<file path="src/rtl/resp_fifo_sync_if.sv">
// Handshake/status bundle for resp_fifo_sync.
// master: the side that pushes/pops and observes status; slave: the FIFO itself.
// DATA_W and DEPTH must match the parameters of the resp_fifo_sync it connects to.
interface resp_fifo_sync_if #(
  parameter int DATA_W = 2,
  parameter int DEPTH  = 128
);
  localparam int AW = $clog2(DEPTH);

  logic              flush;
  logic [DATA_W-1:0] data_in;
  logic              write_en;
  logic              read_en;
  logic [DATA_W-1:0] data_out;
  logic              full;
  logic              empty;
  logic              almost_full;
  logic [AW:0]       count;
  logic              overflow;
  logic              underflow;

  modport master (
    output flush, data_in, write_en, read_en,
    input  data_out, full, empty, almost_full, count, overflow, underflow
  );

  modport slave (
    input  flush, data_in, write_en, read_en,
    output data_out, full, empty, almost_full, count, overflow, underflow
  );
endinterface

</file>
<file path="src/rtl/resp_fifo_sync.sv">
// resp_fifo_sync: single-clock show-ahead response FIFO for the AXI-to-AHB bridge.
// Binary AW+1-bit pointers; occupancy, full/empty and almost_full derive only from
// registered pointers, so no status output has a combinational path from the inputs.
// flush clears the pointers synchronously and overrides any concurrent read/write.
// Optional feature: define RESP_FIFO_STATUS_EN to build sticky overflow/underflow
// flags; without it both ports are tied to 0 and no flops are built.
module resp_fifo_sync #(
  parameter int DATA_W   = 2,
  parameter int DEPTH    = 128,
  parameter int AF_LEVEL = DEPTH - 2
) (
  input logic               clk,
  input logic               resetn,
  resp_fifo_sync_if.slave   bus
);

  localparam int          AW        = $clog2(DEPTH);
  localparam logic [AW:0] PTR_ONE   = (AW+1)'(1);
  localparam logic [AW:0] AF_THRESH = (AW+1)'(AF_LEVEL);

  logic [AW:0]       r_wptr;
  logic [AW:0]       r_rptr;
  logic [DATA_W-1:0] r_mem [DEPTH];

  logic [AW:0] w_count;
  logic        w_full;
  logic        w_empty;
  logic        w_wr_acc;
  logic        w_rd_acc;

  // Status from registered pointers only; the extra MSB tells full from empty.
  assign w_count  = r_wptr - r_rptr;
  assign w_empty  = (r_wptr == r_rptr);
  assign w_full   = (r_wptr[AW] != r_rptr[AW]) && (r_wptr[AW-1:0] == r_rptr[AW-1:0]);

  // Full gates writes with no look-ahead, so a pop in the same cycle does not free a slot.
  assign w_wr_acc = bus.write_en && !w_full  && !bus.flush;
  assign w_rd_acc = bus.read_en  && !w_empty && !bus.flush;

  // Pointer update: flush beats everything, otherwise advance on accepted transfers.
  // NOTE: sequential state uses non-blocking (<=) so every flop samples pre-edge values.
  always_ff @(posedge clk or negedge resetn) begin
    if (!resetn) begin
      r_wptr <= '0;
      r_rptr <= '0;
    end else if (bus.flush) begin
      r_wptr <= '0;
      r_rptr <= '0;
    end else begin
      if (w_wr_acc) r_wptr <= r_wptr + PTR_ONE;
      if (w_rd_acc) r_rptr <= r_rptr + PTR_ONE;
    end
  end

  // Storage write port.
  // NOTE: the array has no reset; stale contents are never visible because data_out is gated by empty.
  always_ff @(posedge clk) begin
    if (w_wr_acc) r_mem[r_wptr[AW-1:0]] <= bus.data_in;
  end

  assign bus.data_out    = w_empty ? '0 : r_mem[r_rptr[AW-1:0]];
  assign bus.count       = w_count;
  assign bus.full        = w_full;
  assign bus.empty       = w_empty;
  assign bus.almost_full = (w_count >= AF_THRESH);

`ifdef RESP_FIFO_STATUS_EN
  logic r_overflow;
  logic r_underflow;

  // Sticky misuse flags; only reset clears them, flush leaves them alone.
  always_ff @(posedge clk or negedge resetn) begin
    if (!resetn) begin
      r_overflow  <= 1'b0;
      r_underflow <= 1'b0;
    end else begin
      if (bus.write_en && w_full  && !bus.flush) r_overflow  <= 1'b1;
      if (bus.read_en  && w_empty && !bus.flush) r_underflow <= 1'b1;
    end
  end

  assign bus.overflow  = r_overflow;
  assign bus.underflow = r_underflow;
`else
  assign bus.overflow  = 1'b0;
  assign bus.underflow = 1'b0;
`endif

endmodule

</file>
<file path="src/flat_wrapper.sv">
// flat-port wrapper written by rule: the top's interface ports become plain ports
module resp_fifo_sync_flat 
#(
  parameter int DATA_W   = 2,
  parameter int DEPTH    = 128,
  parameter int AF_LEVEL = DEPTH - 2
)
  (clk, resetn, bus_flush, bus_data_in, bus_write_en, bus_read_en, bus_data_out, bus_full, bus_empty, bus_almost_full, bus_count, bus_overflow, bus_underflow);
  resp_fifo_sync_if #(.DATA_W(DATA_W), .DEPTH(DEPTH)) bus_i ();
  input logic clk;
  input logic resetn;
  input wire logic [$bits(bus_i.flush)-1:0] bus_flush;
  input wire logic [$bits(bus_i.data_in)-1:0] bus_data_in;
  input wire logic [$bits(bus_i.write_en)-1:0] bus_write_en;
  input wire logic [$bits(bus_i.read_en)-1:0] bus_read_en;
  output wire logic [$bits(bus_i.data_out)-1:0] bus_data_out;
  output wire logic [$bits(bus_i.full)-1:0] bus_full;
  output wire logic [$bits(bus_i.empty)-1:0] bus_empty;
  output wire logic [$bits(bus_i.almost_full)-1:0] bus_almost_full;
  output wire logic [$bits(bus_i.count)-1:0] bus_count;
  output wire logic [$bits(bus_i.overflow)-1:0] bus_overflow;
  output wire logic [$bits(bus_i.underflow)-1:0] bus_underflow;
  assign bus_i.flush = bus_flush;
  assign bus_i.data_in = bus_data_in;
  assign bus_i.write_en = bus_write_en;
  assign bus_i.read_en = bus_read_en;
  assign bus_data_out = bus_i.data_out;
  assign bus_full = bus_i.full;
  assign bus_empty = bus_i.empty;
  assign bus_almost_full = bus_i.almost_full;
  assign bus_count = bus_i.count;
  assign bus_overflow = bus_i.overflow;
  assign bus_underflow = bus_i.underflow;
  resp_fifo_sync #(.DATA_W(DATA_W), .DEPTH(DEPTH), .AF_LEVEL(AF_LEVEL)) u_core (.clk(clk), .resetn(resetn), .bus(bus_i));
endmodule
</file>
<file path="config.mk">
export PLATFORM = sky130hd
export DESIGN_NAME = resp_fifo_sync_flat
export DESIGN_NICKNAME = d
export VERILOG_FILES = /design/src/rtl/resp_fifo_sync_if.sv /design/src/rtl/resp_fifo_sync.sv /design/src/flat_wrapper.sv
export SDC_FILE = /design/constraint.sdc
export NUM_CORES = 1
export LEC_CHECK = 0
export BUFFER_PORTS_ARGS = -buffer_cell sky130_fd_sc_hd__buf_2
export CAP_MARGIN = 0
export CORE_AREA = 2 2 165 167
export DETAILED_ROUTE_END_ITERATION = 7
export DIE_AREA = 0 0 167 169
export PLACE_DENSITY = 0.68
export SLEW_MARGIN = 20
export SYNTH_ARGS = -nofsm -noshare
export SYNTH_HDL_FRONTEND = slang
export SYNTH_SLANG_ARGS = --single-unit
</file>
<file path="constraint.sdc">
create_clock -name clk -period 3 [get_ports clk]
set_clock_uncertainty 0.2 [all_clocks]
set_input_delay 0.45 -clock clk [delete_from_list [all_inputs] [get_ports clk]]
set_output_delay 0.45 -clock clk [all_outputs]
set_load 0.01 [all_outputs]
</file>
# ---- After elaboration in Yosys (flattened, before gate mapping)
# Memory sizes are Yosys's and may differ from the RTL's.
# Cells that the tools add are included.
dict set report op_classes {
  n_addsub 3
  order_cmp 1
  n_eq_ne 3
  muxes 7
  n_reduce_logical 10
}
# operator n
set ops {}
lappend ops {{$mux 8} 4}
lappend ops {{$add 8x1->8 const B} 2}
lappend ops {{$eq 8x8->1} 1}
lappend ops {{$ge 8x7->1 const B} 1}
lappend ops {{$sub 8x8->8} 1}
lappend ops {{$eq 7x7->1} 1}
lappend ops {{$logic_and 1x1->1} 5}
lappend ops {{$reduce_bool 2->1} 2}
lappend ops {{$logic_not 1->1} 3}
lappend ops {{$mux 1} 2}
lappend ops {{$mux 2} 1}
lappend ops {{$ne 1x1->1} 1}
dict set report totals {
  reg_bits 16
  ramBits 256
  in_bits 7
  output_inout_bits 15
  wordCells 27
  mem_count 1
}
# name depth word_bits rd rd_ports_with_merged_regs wr line
set memory_table {}
lappend memory_table {u_core.r_mem 128 2 1 0 1 resp_fifo_sync.sv:23} ;# logic [DATA_W-1:0] r_mem [DEPTH];

# ---- Longest topological paths before layout
dict set report logic_depth {
  word_depth 7
  depth_mapped 11
  depth_no_buf 10
}

# ---- Worst setup path before layout
# Ideal clock, no wire load.
dict set report synth_timing {
  kind {reg-to-reg}
  start {register u_core.r_rptr[2]}
  end {memory u_core.r_mem[75][0] (enable)}
  setup_time_ps 311
  arrival_ps 2557
  required_ps 2489
  path_slack_ps -68
  path_stages_with_launch 12
  path_buffers 3
  period_less_slack_ps 3068
  cell_sequence {dfrtp_1 > buf_6 > inv_1 > clkbuf_1 > ha_1 > nand4_1 > nor3_1 > nor2b_1 > nor2b_1 > nand3_1 > buf_2 > nor2_1}
}
dict set report synth_via {
  elab_chain_len 7
}
# item line
set synth_lines {}
lappend synth_lines {{start: declaration} resp_fifo_sync.sv:22} ;# logic [AW:0] r_rptr;
lappend synth_lines {{start signal: assignment} resp_fifo_sync.sv:51} ;# if (w_rd_acc) r_rptr <= r_rptr + PTR_ONE;
lappend synth_lines {{$eq 7x7->1} resp_fifo_sync.sv:34} ;# assign w_full = (r_wptr[AW] != r_rptr[AW]) && (r_wptr[AW-1:0] == r_rptr[AW-1:0]);
lappend synth_lines {{$logic_and 1x1->1} resp_fifo_sync.sv:34}
lappend synth_lines {{net bus_full} flat_wrapper.sv:17} ;# output wire logic [$bits(bus_i.full)-1:0] bus_full;
lappend synth_lines {{$logic_not 1->1} resp_fifo_sync.sv:37} ;# assign w_wr_acc = bus.write_en && !w_full && !bus.flush;
lappend synth_lines {{$logic_and 1x1->1 (2 in a row)} resp_fifo_sync.sv:37}
lappend synth_lines {{$mux 1} resp_fifo_sync.sv:58} ;# if (w_wr_acc) r_mem[r_wptr[AW-1:0]] <= bus.data_in;
lappend synth_lines {{$mux 1 (not written as such)} resp_fifo_sync.sv:58}
lappend synth_lines {{end: declaration} resp_fifo_sync.sv:23}
# The timed path passes the listed nets, and every way through them passes these cells.

# ---- Worst setup path after layout
dict set report layout_timing {
  start {register u_core.r_rptr[0]}
  end {output port bus_data_out[1]}
}
dict set report layout_via {
  elab_chain_len 2
  word_cells_on_any_way 3
  classes_between {1 x eq/ne; 1 x mux; 1 x memory}
}
# item line
set layout_lines {}
lappend layout_lines {{$mem_v2 128x2 or $eq 8x8->1 (tied branches)} --}
lappend layout_lines {{$mux 2 *} resp_fifo_sync.sv:61} ;# assign bus.data_out = w_empty ? '0 : r_mem[r_rptr[AW-1:0]];
lappend layout_lines {{end: declaration} flat_wrapper.sv:16} ;# output wire logic [$bits(bus_i.data_out)-1:0] bus_data_out;
# Mark *: on every way between the ends. The rest lies on a longest branch, timed or not.

==> impl_metrics.csv <==
group,metric,value,unit
yosys,edff_count_synth,256,
clocking,path_clk_slew,0.07,ns
worst_hold_path,timing.hold.worst.class,"primary input to flop",
sta,setup_slack_of_the_critical_path_after_layout,-0.546,ns
worst_setup_path,cp_data_required_time,2.35,ns
yosys,ys_warn_count,0,
clocking,cts_buffers,27,
yosys,yosys.cell_count.top_type,"sky130_fd_sc_hd__edfxtp_1",
die,core-area,26500,µm²
sta,final_hold_vio_count,0,
die,chipWidth,167,µm
place,place_ws,-0.0493,ns
final_layout,drive_above_1_share,0.251,
detailed_routing,detailroute.via_count,6972,
die,floorplan.rows,60,
die,chipHeight,169,µm
worst_setup_path,cp_cell_sequence,"buf_6 -> buf_12 -> mux4_2 -> a21oi_1 -> and3_1 -> or4_4 -> a32oi_4 -> buf_6",
detailed_routing,dr.pass1.iters,8,
final_layout,final_antenna_diode_count,0,
status,violations,"setup timing",
status,run_status,"finished with violations",
clocking,clockRootBuffer,"sky130_fd_sc_hd__clkbuf_16",
clocking,cts_num_sinks,272,
yosys,synth_area_per_inst,15.3,µm²
sta,crit_share_post_route,1.18,
power_and_ir_drop,pwr_density_cell,640,nW/µm²
yosys,synth_ff_type,"sky130_fd_sc_hd__edfxtp_1",
yosys,ys_seq_elements,272,
sta,fin_crit,3.55,ns
power_and_ir_drop,vdd_ir_drop_max,0.443,mV
global_routing,grt_start_max_net_pins,76,
clocking,cts_buffer_depth,3,
sta,slew_viol_final,0,
detailed_routing,finalWirelength,27700,µm
worst_setup_path,worstSetupEndpointType,"primary output",
yosys,synth-async-reset-ratio,0.0588,
worst_setup_path,cp_common_cell,"sky130_fd_sc_hd__buf_6",
worst_setup_path,worst-path-max-fanout,6,
final_layout,multi_input_area,3590,µm²
global_routing,first_pass_grt_wire_length,41800,µm
yosys,synth.top_cells.by_area,"sky130_fd_sc_hd__edfxtp_1, sky130_fd_sc_hd__mux4_2, sky130_fd_sc_hd__nor2_1",
sta,max_slew.worst_pin.slew,0.554,ns
final_layout,finalCoreUtilization,0.523,
final_layout,final-seq-area,8090,µm²
worst_setup_path,slowest_delay,0.55,ns
worst_setup_path,critPathSlowestCell,"sky130_fd_sc_hd__or4_4",
sta,remaining_max_slew_budget_at_the_tightest_pin,0.631,
worst_setup_path,critPathKind,"flop to primary output",
yosys,synth.distinct_cells,54,
clocking,insertion_delay_of_the_later_clocked_pin_in_the_worst_skew_pair,0.54,ns
final_layout,final_net_count,873,
die,io-pin-count,22,
clocking,htree_num_levels,1,
sta,rsz0062_at_grt,"yes",
die,dieArea,28200,µm²
yosys,synth.cell_area,11700,µm²
worst_setup_path,worst-endpoint-arrival,2.90,ns
job,number_of_violations_of_the_max_capacitance_limit,0,
die,initial_core_utilization,0.443,
final_layout,layout.filler_cells,2145,
global_routing,globalRouteOverflowTotal,0,
place,dp.final_hpwl,17800,µm
global_routing,antenna_found_initial,0,
sta,fmaxAchievable,282,MHz
detailed_routing,via_per_inst,5.74,
place,place.gp.congestion,0.894,
power_and_ir_drop,design_power_total,8870,µW
yosys,synth_largest_type_area_fraction,0.655,
sta,fin_hold_ws,0.135,ns
detailed_routing,routed_wire_length_per_instance,22.8,µm
global_routing,track_usage,0.194,
yosys,cell_type_with_the_largest_total_area_after_synthesis,"sky130_fd_sc_hd__edfxtp_1",
yosys,ys_top_cells_by_count,"sky130_fd_sc_hd__edfxtp_1, sky130_fd_sc_hd__nor2_1, sky130_fd_sc_hd__mux4_2",
detailed_routing,drcViolationCount,0,
power_and_ir_drop,cellLeakagePower,0.00447,µW
yosys,netlist_instances,769,
global_routing,vias_in_the_first_global_route,7154,
sta,setup_viol,6,
detailed_routing,antenna_left,0,
yosys,synth.yosys.seq_area_share,0.689,
place,port_buffers,19,
final_layout,area_delta_synth_final,18.0,%
detailed_routing,initialDrtViolationCount,625,
worst_setup_path,critical_path.startpoint_type,"flop",
clocking,cts_tree,"yes",
metrics by stage:
step	instances	instance area [µm²]	setup TNS [ns]
floorplan	770	11700	0
global placement	1160	12700	-0.0229
detailed placement	1160	12700	-0.0997
CTS	1211	13600	-1.75
global route	1214	13900	-2.23
finish	1214	13900	-1.49
cells by family after synthesis:
group | after synthesis | synth area share
AO/OA/AOI/OAI | 57 | 0.0332
XOR/XNOR | 16 | 0.0119
adder cells (fa/ha/maj) | 11 | 0.0124
buffers and inverters | 54 | 0.0230
flip-flops | 272 | 0.689
multiplexers | 93 | 0.133
other | 1 | 0.000319
AND/OR/NAND/NOR | 265 | 0.0973
registers in the layout, indices dropped and copies added, names as in the netlist:
signal,cells
u_core.r_rptr,8
u_core.r_wptr,8
u_core.r_mem,256
worst max-delay path: cells and delay by family, from the launching register on:
kind	cells	cell delay (ns)
AOI/OAI and AO/OA	2	0.33
buffers and inverters	3	0.45
DFF	1	0.50
muxes	1	0.34
and+or+nand+nor	2	0.75
per-layer routing:
layer | GRT usage | wire length (µm) | share of wire | vias up
met1 | 0.259 | 11600 | 0.42 | 3543
met5 | 0 | 0 | 0 | -
met3 | 0.0278 | 1690 | 0.061 | 53
met4 | 0.0705 | 740 | 0.027 | 0
met2 | 0.327 | 13600 | 0.49 | 260
li1 | - | - | - | 3116
path summary, 6_finish.rpt:
path / start / to / slack (ns) / depth (start not counted)
max: u_core.r_rptr[0] / bus_data_out[1] / -0.55 / 8
min: bus_flush / u_core.r_wptr[5] / 0.14 / 2
max reg2reg: u_core.r_rptr[0] / u_core.r_mem[19][0] / 0.12 / 10
min reg2reg: u_core.r_wptr[7] / u_core.r_wptr[7] / 0.41 / 2
max in group asynchronous: resetn / u_core.r_rptr[0] / 2.07 / 2
min in group asynchronous: resetn / u_core.r_wptr[5] / 0.18 / 2
where the power goes:
group,total [µW],internal (µW),switching (µW)
clock,3250,1900,1350
sequential,4180,4160,12.2
combinational,1440,745,699
total,8870,6800,2060
layout make-up:
type	count	share of cell area
Clock inverter	17	0.0117
Multi-Input combinational cell	444	0.259
Sequential cell	272	0.584
Tap cell	341	0.0308
Inverter	12	0.00343
Timing Repair Buffer	98	0.0613
Clock buffer	30	0.0496
layout by cell type, fill, tap and decap left out, drive strengths merged, types with 10 or more instances in the layout:
cell / Yosys / layout
edfxtp: 256 / 256
nor2: 157 / 157
buf: 25 / 95
mux4: 50 / 50
mux2i: 38 / 38
nand2: 33 / 33
clkbuf: 17 / 31
nand3: 30 / 30
dfrtp: 16 / 16
nor3: 15 / 15
inv: 12 / 13
clkinv: 0 / 12
a21oi: 11 / 11
o21ai: 11 / 11
ha: 10 / 10
timing repair:
action,4_1_cts,5_1_grt
resized for setup,15,32
hold endpoints to repair,16,0
setup buffers,3,3
endpoints found under the setup margin,7,7
cloned,1,1
hold buffers,1,0
pin swaps,9,9
Power figures use the tool's default switching activity.
